===== config.mk =====
export PLATFORM = sky130hd
export DESIGN_NAME = gray_rx_decoder
export DESIGN_NICKNAME = d
export VERILOG_FILES = /design/src/rtl/gray_rx_decoder.sv
export SDC_FILE = /design/constraint.sdc
export NUM_CORES = 1
export LEC_CHECK = 0
export CORE_UTILIZATION = 55
export CTS_BUF_LIST = sky130_fd_sc_hd__clkbuf_16
export DETAILED_ROUTE_END_ITERATION = 12
export PLACE_DENSITY = 0.83
export SYNTH_ARGS = -nofsm -noshare
export SYNTH_HDL_FRONTEND = slang
export SYNTH_SLANG_ARGS = --single-unit

===== constraint.sdc =====
create_clock -name clk -period 4.3 [get_ports clk]
set_input_delay 1.075 -clock clk [delete_from_list [all_inputs] [get_ports clk]]
set_output_delay 1.075 -clock clk [all_outputs]
set_load 0.05 [all_outputs]

===== src/rtl/gray_rx_decoder.sv =====
// Gray-to-binary receive decoder with single-step check and err_cnt; `GRAY_DIR_EN adds per-entry up-count flag.
// Latency: one cycle, pushed entry is visible at the FIFO head next cycle; no combinational in->out path.
// Backpressure: in_ready drops while the output FIFO is full; out_ready pops the head entry.
module gray_rx_decoder #(
  parameter int W     = 4,
  parameter int DEPTH = 2,
  parameter int CNTW  = 8
) (
  input  logic            clk,
  input  logic            rst,
  input  logic [W-1:0]    in_gray,
  input  logic            in_valid,
  output logic            in_ready,
  output logic [W-1:0]    out_bin,
  output logic            out_err,
  output logic            out_dir,
  output logic            out_valid,
  input  logic            out_ready,
  input  logic            err_clr,
  output logic [CNTW-1:0] err_cnt
);

  localparam int AW = $clog2(DEPTH);
  localparam logic [AW:0]     PTR_ONE = (AW+1)'(1);
  localparam logic [CNTW-1:0] CNT_ONE = CNTW'(1);
  localparam logic [W-1:0]    BIN_ONE = W'(1);

  typedef struct packed {
    logic [W-1:0] bin;
    logic         err;
    logic         dir;
  } entry_t;

  typedef enum logic {FIRST, TRACK} state_t;

  state_t       state, state_nxt;
  logic         track;
  logic [W-1:0] prev_gray;
  logic [W-1:0] bin;
  logic [W-1:0] step;
  logic         one_bit;
  logic         err;
  logic         dir;
  logic         push, pop;
  entry_t       mem [DEPTH];
  logic [AW:0]  wr_ptr, rd_ptr;
  logic         full, empty;
  entry_t       head;

  always_comb begin
    bin = '0;
    for (int i = 0; i < W; i++) bin[i] = ^(in_gray >> i);
  end

  always_ff @(posedge clk) begin
    if (rst) state <= FIRST;
    else     state <= state_nxt;
  end

  always_comb begin
    state_nxt = state;
    if (push) state_nxt = TRACK;
  end

  always_comb begin
    track = (state == TRACK);
  end

  // Exactly one differing bit: non-zero and a power of two.
  assign step    = in_gray ^ prev_gray;
  assign one_bit = (step != '0) && ((step & (step - BIN_ONE)) == '0);
  assign err     = track && !one_bit;

`ifdef GRAY_DIR_EN
  logic [W-1:0] prev_bin;
  always_ff @(posedge clk) begin
    if (rst)       prev_bin <= '0;
    else if (push) prev_bin <= bin;
  end
  assign dir = track && (bin == prev_bin + BIN_ONE);
`else
  assign dir = 1'b0;
`endif

  always_ff @(posedge clk) begin
    if (rst)       prev_gray <= '0;
    else if (push) prev_gray <= in_gray;
  end

  // A clear that coincides with an erroring push leaves that push counted.
  always_ff @(posedge clk) begin
    if (rst) begin
      err_cnt <= '0;
    end else if (err_clr) begin
      err_cnt <= (push && err) ? CNT_ONE : '0;
    end else if (push && err && (err_cnt != '1)) begin
      err_cnt <= err_cnt + CNT_ONE;
    end
  end

  assign full     = (wr_ptr[AW] != rd_ptr[AW]) && (wr_ptr[AW-1:0] == rd_ptr[AW-1:0]);
  assign empty    = (wr_ptr == rd_ptr);
  assign in_ready = !full && !rst;
  assign out_valid = !empty && !rst;
  assign push     = in_valid && in_ready;
  assign pop      = out_valid && out_ready;

  always_ff @(posedge clk) begin
    if (rst) begin
      wr_ptr <= '0;
      rd_ptr <= '0;
    end else begin
      if (push) wr_ptr <= wr_ptr + PTR_ONE;
      if (pop)  rd_ptr <= rd_ptr + PTR_ONE;
    end
  end

  always_ff @(posedge clk) begin
    if (push) mem[wr_ptr[AW-1:0]] <= '{bin: bin, err: err, dir: dir};
  end

  assign head    = out_valid ? mem[rd_ptr[AW-1:0]] : '0;
  assign out_bin = head.bin;
  assign out_err = head.err;
  assign out_dir = head.dir;

endmodule


== After elaboration in Yosys (flattened, before gate mapping) ==
Memory sizes are Yosys's and may differ from the RTL's. A register that Yosys moved wholly into a read port is not among the register bits.
Index checks and enable logic that the tools add are counted.
Word-level totals
  output and inout port bits: 16
  input port bits: 9
  memories kept: 1
  word-level logic and storage cells: 44
  bits in registers: 17
  memory bits (writable): 10
Memory list
  mem: words 2, bits a word 5, read ports 1, clocked after Yosys merged registers in 1, wr ports 1, RTL line 45  | entry_t mem [DEPTH];
Operators by class
  eq/ne operators: 4
  add/subtract/negate cells: 4
  mux-type cells: 8
  reductions and logical operators: 20
  bitwise operators: 2
Operators by type and width (count)
  $mux W8: 2
  $reduce_xor A4 Y1: 4
  $logic_and A1 B1 Y1: 9
  $add A8 B1 Y8 const B: 1
  $ne A8 B8 Y1 const B: 1
  $mux W6: 1
  $mux W1: 5
  $add A2 B1 Y2 const B: 2
  $and A4 B4 Y4: 1
  $logic_not A1 Y1: 4
  $logic_not A4 Y1: 1
  $reduce_bool A4 Y1: 1
  $sub A4 B1 Y4 const B: 1
  $xor A4 B4 Y4: 1
  $eq A2 B2 Y1: 1
  $reduce_bool A2 Y1: 1
  $eq A1 B1 Y1: 1
  $ne A1 B1 Y1: 1

== Depth between registers and ports, before layout ==
  word-level depth: 11
  mapped depth: 8
  gate-level depth less buffers: 6

== Worst setup path before layout ==
OpenSTA, ideal clock, no wires.
  path type: input -> output
  from: in rst
  to: out in_ready
  stages: 2
  buffers on the path: 1
  data arrival time: 2013 ps
  slack: 1212 ps
  required time: 3225 ps
  cells stage by stage: clkbuf_1 > a21oi_1
Between the ends
  word-level cells in the longest chain between the ends: 2
Ends and longest elaborated chain
  start, declared: RTL line 10  | input logic rst,
  $logic_not A1 Y1: RTL line 103  | assign in_ready = !full && !rst;
  $logic_and A1 B1 Y1: RTL line 103
  end, declared: RTL line 13  | output logic in_ready,
Every way passes these cells.

== Worst setup path after layout ==
  from: in rst
  to: out out_valid
Between the ends
  word-level cells in the longest chain between the ends: 2
Ends and longest elaborated chain
  $logic_not A1 Y1: RTL line 104  | assign out_valid = !empty && !rst;
  $logic_and A1 B1 Y1: RTL line 104
  end, declared: RTL line 17  | output logic out_valid,
Every way passes these cells.

==> reports/qor.csv <==
metric;value;unit
status;complete, no violations;
part of the power in the clock network;32.7;%
Lkg Pwr;0.603;nW
routed via count;1104;
Sw Share;27.6;%
Initial Util;60.0;%
placed cell count;186;
Final Max Slew Viols;0;
initial antenna violation count;0;
hpwl dp;1920;um
arrival time at the worst endpoint;2670;ps
Switch Pwr;0.177;mW
Yosys top cell area share;26.1;%
syn_nets;151;
Setup crit start kind;input port;
Hold Path Class;flop to flop;
Mapped Cells;141;
Seq/Total Area, Yosys;47.9;%
final antenna-violating net count;0;
GRT overflow;0;
first-pass GRT wire length;4050;um
CP Cell Sequence;clkdlybuf4s50_1 -> a21o_2 -> inv_1 -> clkdlybuf4s50_1;
CTS buffer count;3;
f_max;267;MHz
setup bufs post-CTS;0;
Clock Skews;2.23;ps
Comb pwr share;19.7;%
num rows;17;
CTS Buffer Depth;2;
Yosys reg bits;28;
most frequent cell after synthesis;dfxtp_1;
Synth Area in Compound Gates;12.7;%
Adder-Cell Fraction of Synth Area;0.907;%
Setup crit end kind;output pin;
Main synth FF type;dfxtp_1;
synthesized area per cell;9.78;um^2
Slew HR;64.7;%
Tmin final;3740;ps
gr usage total;20.8;%
vias per inst;5.81;
CP required;3220;ps
slowest cell on the critical path;clkdlybuf4s50_1;
mux share of post-synthesis cell area;4.36;%
CP Buf/Inv Count;3;
CP Class;input port to output pin;
Wirelength per Cell;13.5;um
DRC viols;0;
Area growth syn-to-layout;21.9;%
post-route cell area;1680;um^2
top post-synthesis cells by area;dfxtp_1, edfxtp_1, xnor2_1;
largest family of logic cells by synthesized area;simple AND/OR/NAND/NOR gates;
Int Pwr;0.464;mW
IO Count;25;
diodes inserted;0;
pwr dens;382;nW/um^2
hold_buf cts;0;
Syn Std Cell Area;1380;um^2
htree depth;1;
Die X-Extent;52.1;um
CTS tree;yes;
Worst Path Max Fanout;6;
Synth top cells by count;dfxtp_1, nor2_1, nand2_1;
Final Hold Vio Count;0;
Total Routed Length;2570;um
Synth area leader;dfxtp_1;
RSZ-0062 raised after global routing;false;
Peak VDD IR;303;uV
clk sinks;28;
Pre-antenna DRT Iters;4;
Post-Synth XOR/XNOR Area;8.89;%
largest net degree at the start of global routing;16;
Placed Instance Area;1600;um^2
Yosys cell types;39;
Least-Margin Pin Slew;528;ps
slowest cell delay on critical path;790;ps
vias in the first global route;994;
max cap viols;0;
DR iter-0 viols;18;
ys async rst share;0;%
Finished Layout Cells;190;
Filler Cell Count;180;
Crit path max-delay family;buffers and inverters;
clk slew on worst S/H paths;60;ps
Die Y;52.1;um
Net count, final;173;
Flop pwr share;47.6;%
Placer Congestion;0.758;
Clock Latency Late Sink;260;ps
warnings from Yosys;0;
post-synthesis simple-gate area fraction;20.9;%
root buffer cell;clkbuf_16;
Die ar.;2710;um^2
PortBufs;23;
Post-synth EDFFs;10;
Setup Viol. Count Final;0;
most used cell, CP;clkdlybuf4s50_1;
share of cells above drive strength 1;8.02;%
Core Region;2300;um^2
Fin Setup TNS;0;ps
ratio of final minimum period to clock period;87.0;%
post_cts resized;0;
==> through the flow <==
stage	total power [mW]	hold WS (ps)	utilization [%]	setup WS (ps)
CTS	0.647	489	73.1	555
finish	0.641	490	73.1	558
global route	0.669	532	73.1	503
detailed placement	0.438	475	69.7	554
floorplan	0.401	462	-	1210
global placement	0.432	474	69.7	564
==> final timing paths <==
path                                           startpoint                         to  slack [ps]  depth (start not counted)
worst max register to register     wr_ptr[0]$_SDFFE_PP0P_    err_cnt[3]$_SDFFE_PP0P_        2070                          5
worst max-delay path                                  rst                  out_valid         560                          4
worst min-delay path            prev_gray[1]$_SDFFE_PP0P_  prev_gray[1]$_SDFFE_PP0P_         490                          2
worst min register to register  prev_gray[1]$_SDFFE_PP0P_  prev_gray[1]$_SDFFE_PP0P_         490                          2
==> cells by family (layout without fill, tap and decap cells) <==
family | after synthesis | count (layout)
and+or+nand+nor | 54 | 54
xor gates and xnor gates | 14 | 14
muxes | 6 | 6
other | 1 | 1
buffers and inverters | 11 | 32
DFF | 28 | 28
AOI/OAI and AO/OA | 26 | 26
adders and majority gates | 1 | 1
==> per-layer routing <==
layer	GRT usage [%]	vias to the layer above	routed length (um)
met5	0	-	0
met4	10.8	0	48
met3	3.51	5	85
met2	37.2	25	1290
met1	23.3	525	1140
li1	-	549	-
==> cell type report <==
type,count,area [um^2],share of cell area [%]
flip-flops and latches,28,661,39.3
inverters,3,11.3,0.670
clock buffers,3,75.1,4.47
multi-input cells,102,662,39.4
clock inverters,1,3.75,0.223
repair buffers,25,233,13.8
well taps,28,35.0,2.08
==> cell usage in the layout, fill, tap and decap left out, types with 6 or more instances in the layout <==
cell / instances
dfxtp_1: 18
clkdlybuf4s50_1: 18
nor2_1: 14
nand2_1: 12
edfxtp_1: 10
a21oi_1: 9
xor2_1: 7
xnor2_1: 7
buf_4: 7
mux2i_1: 6
==> power by group through the flow <==
| stage | registers (mW) | clock network, mW | logic [mW] |
|---|---|---|---|
| after floorplan | 0.308 | 0 | 0.0927 |
| after CTS | 0.305 | 0.214 | 0.128 |
| final | 0.305 | 0.210 | 0.127 |
| after detailed placement | 0.311 | 0 | 0.127 |
| after global routing | 0.307 | 0.225 | 0.137 |
| after global placement | 0.310 | 0 | 0.122 |
==> worst reg2reg max path: stages (launching register included) <==
cell and delay (ps):
dfxtp_1 480, xnor2_1 180, a21bo_1 330, or3_1 510, or4_1 510, a21oi_1 150
==> sequential cells by signal, indices dropped and copies added, names as in the netlist, named ones only <==
signal     flops
prev_gray      4
state          1
err_cnt        8
mem           10
wr_ptr         2
rd_ptr         2
No activity file was read; power rests on OpenSTA's default activity.
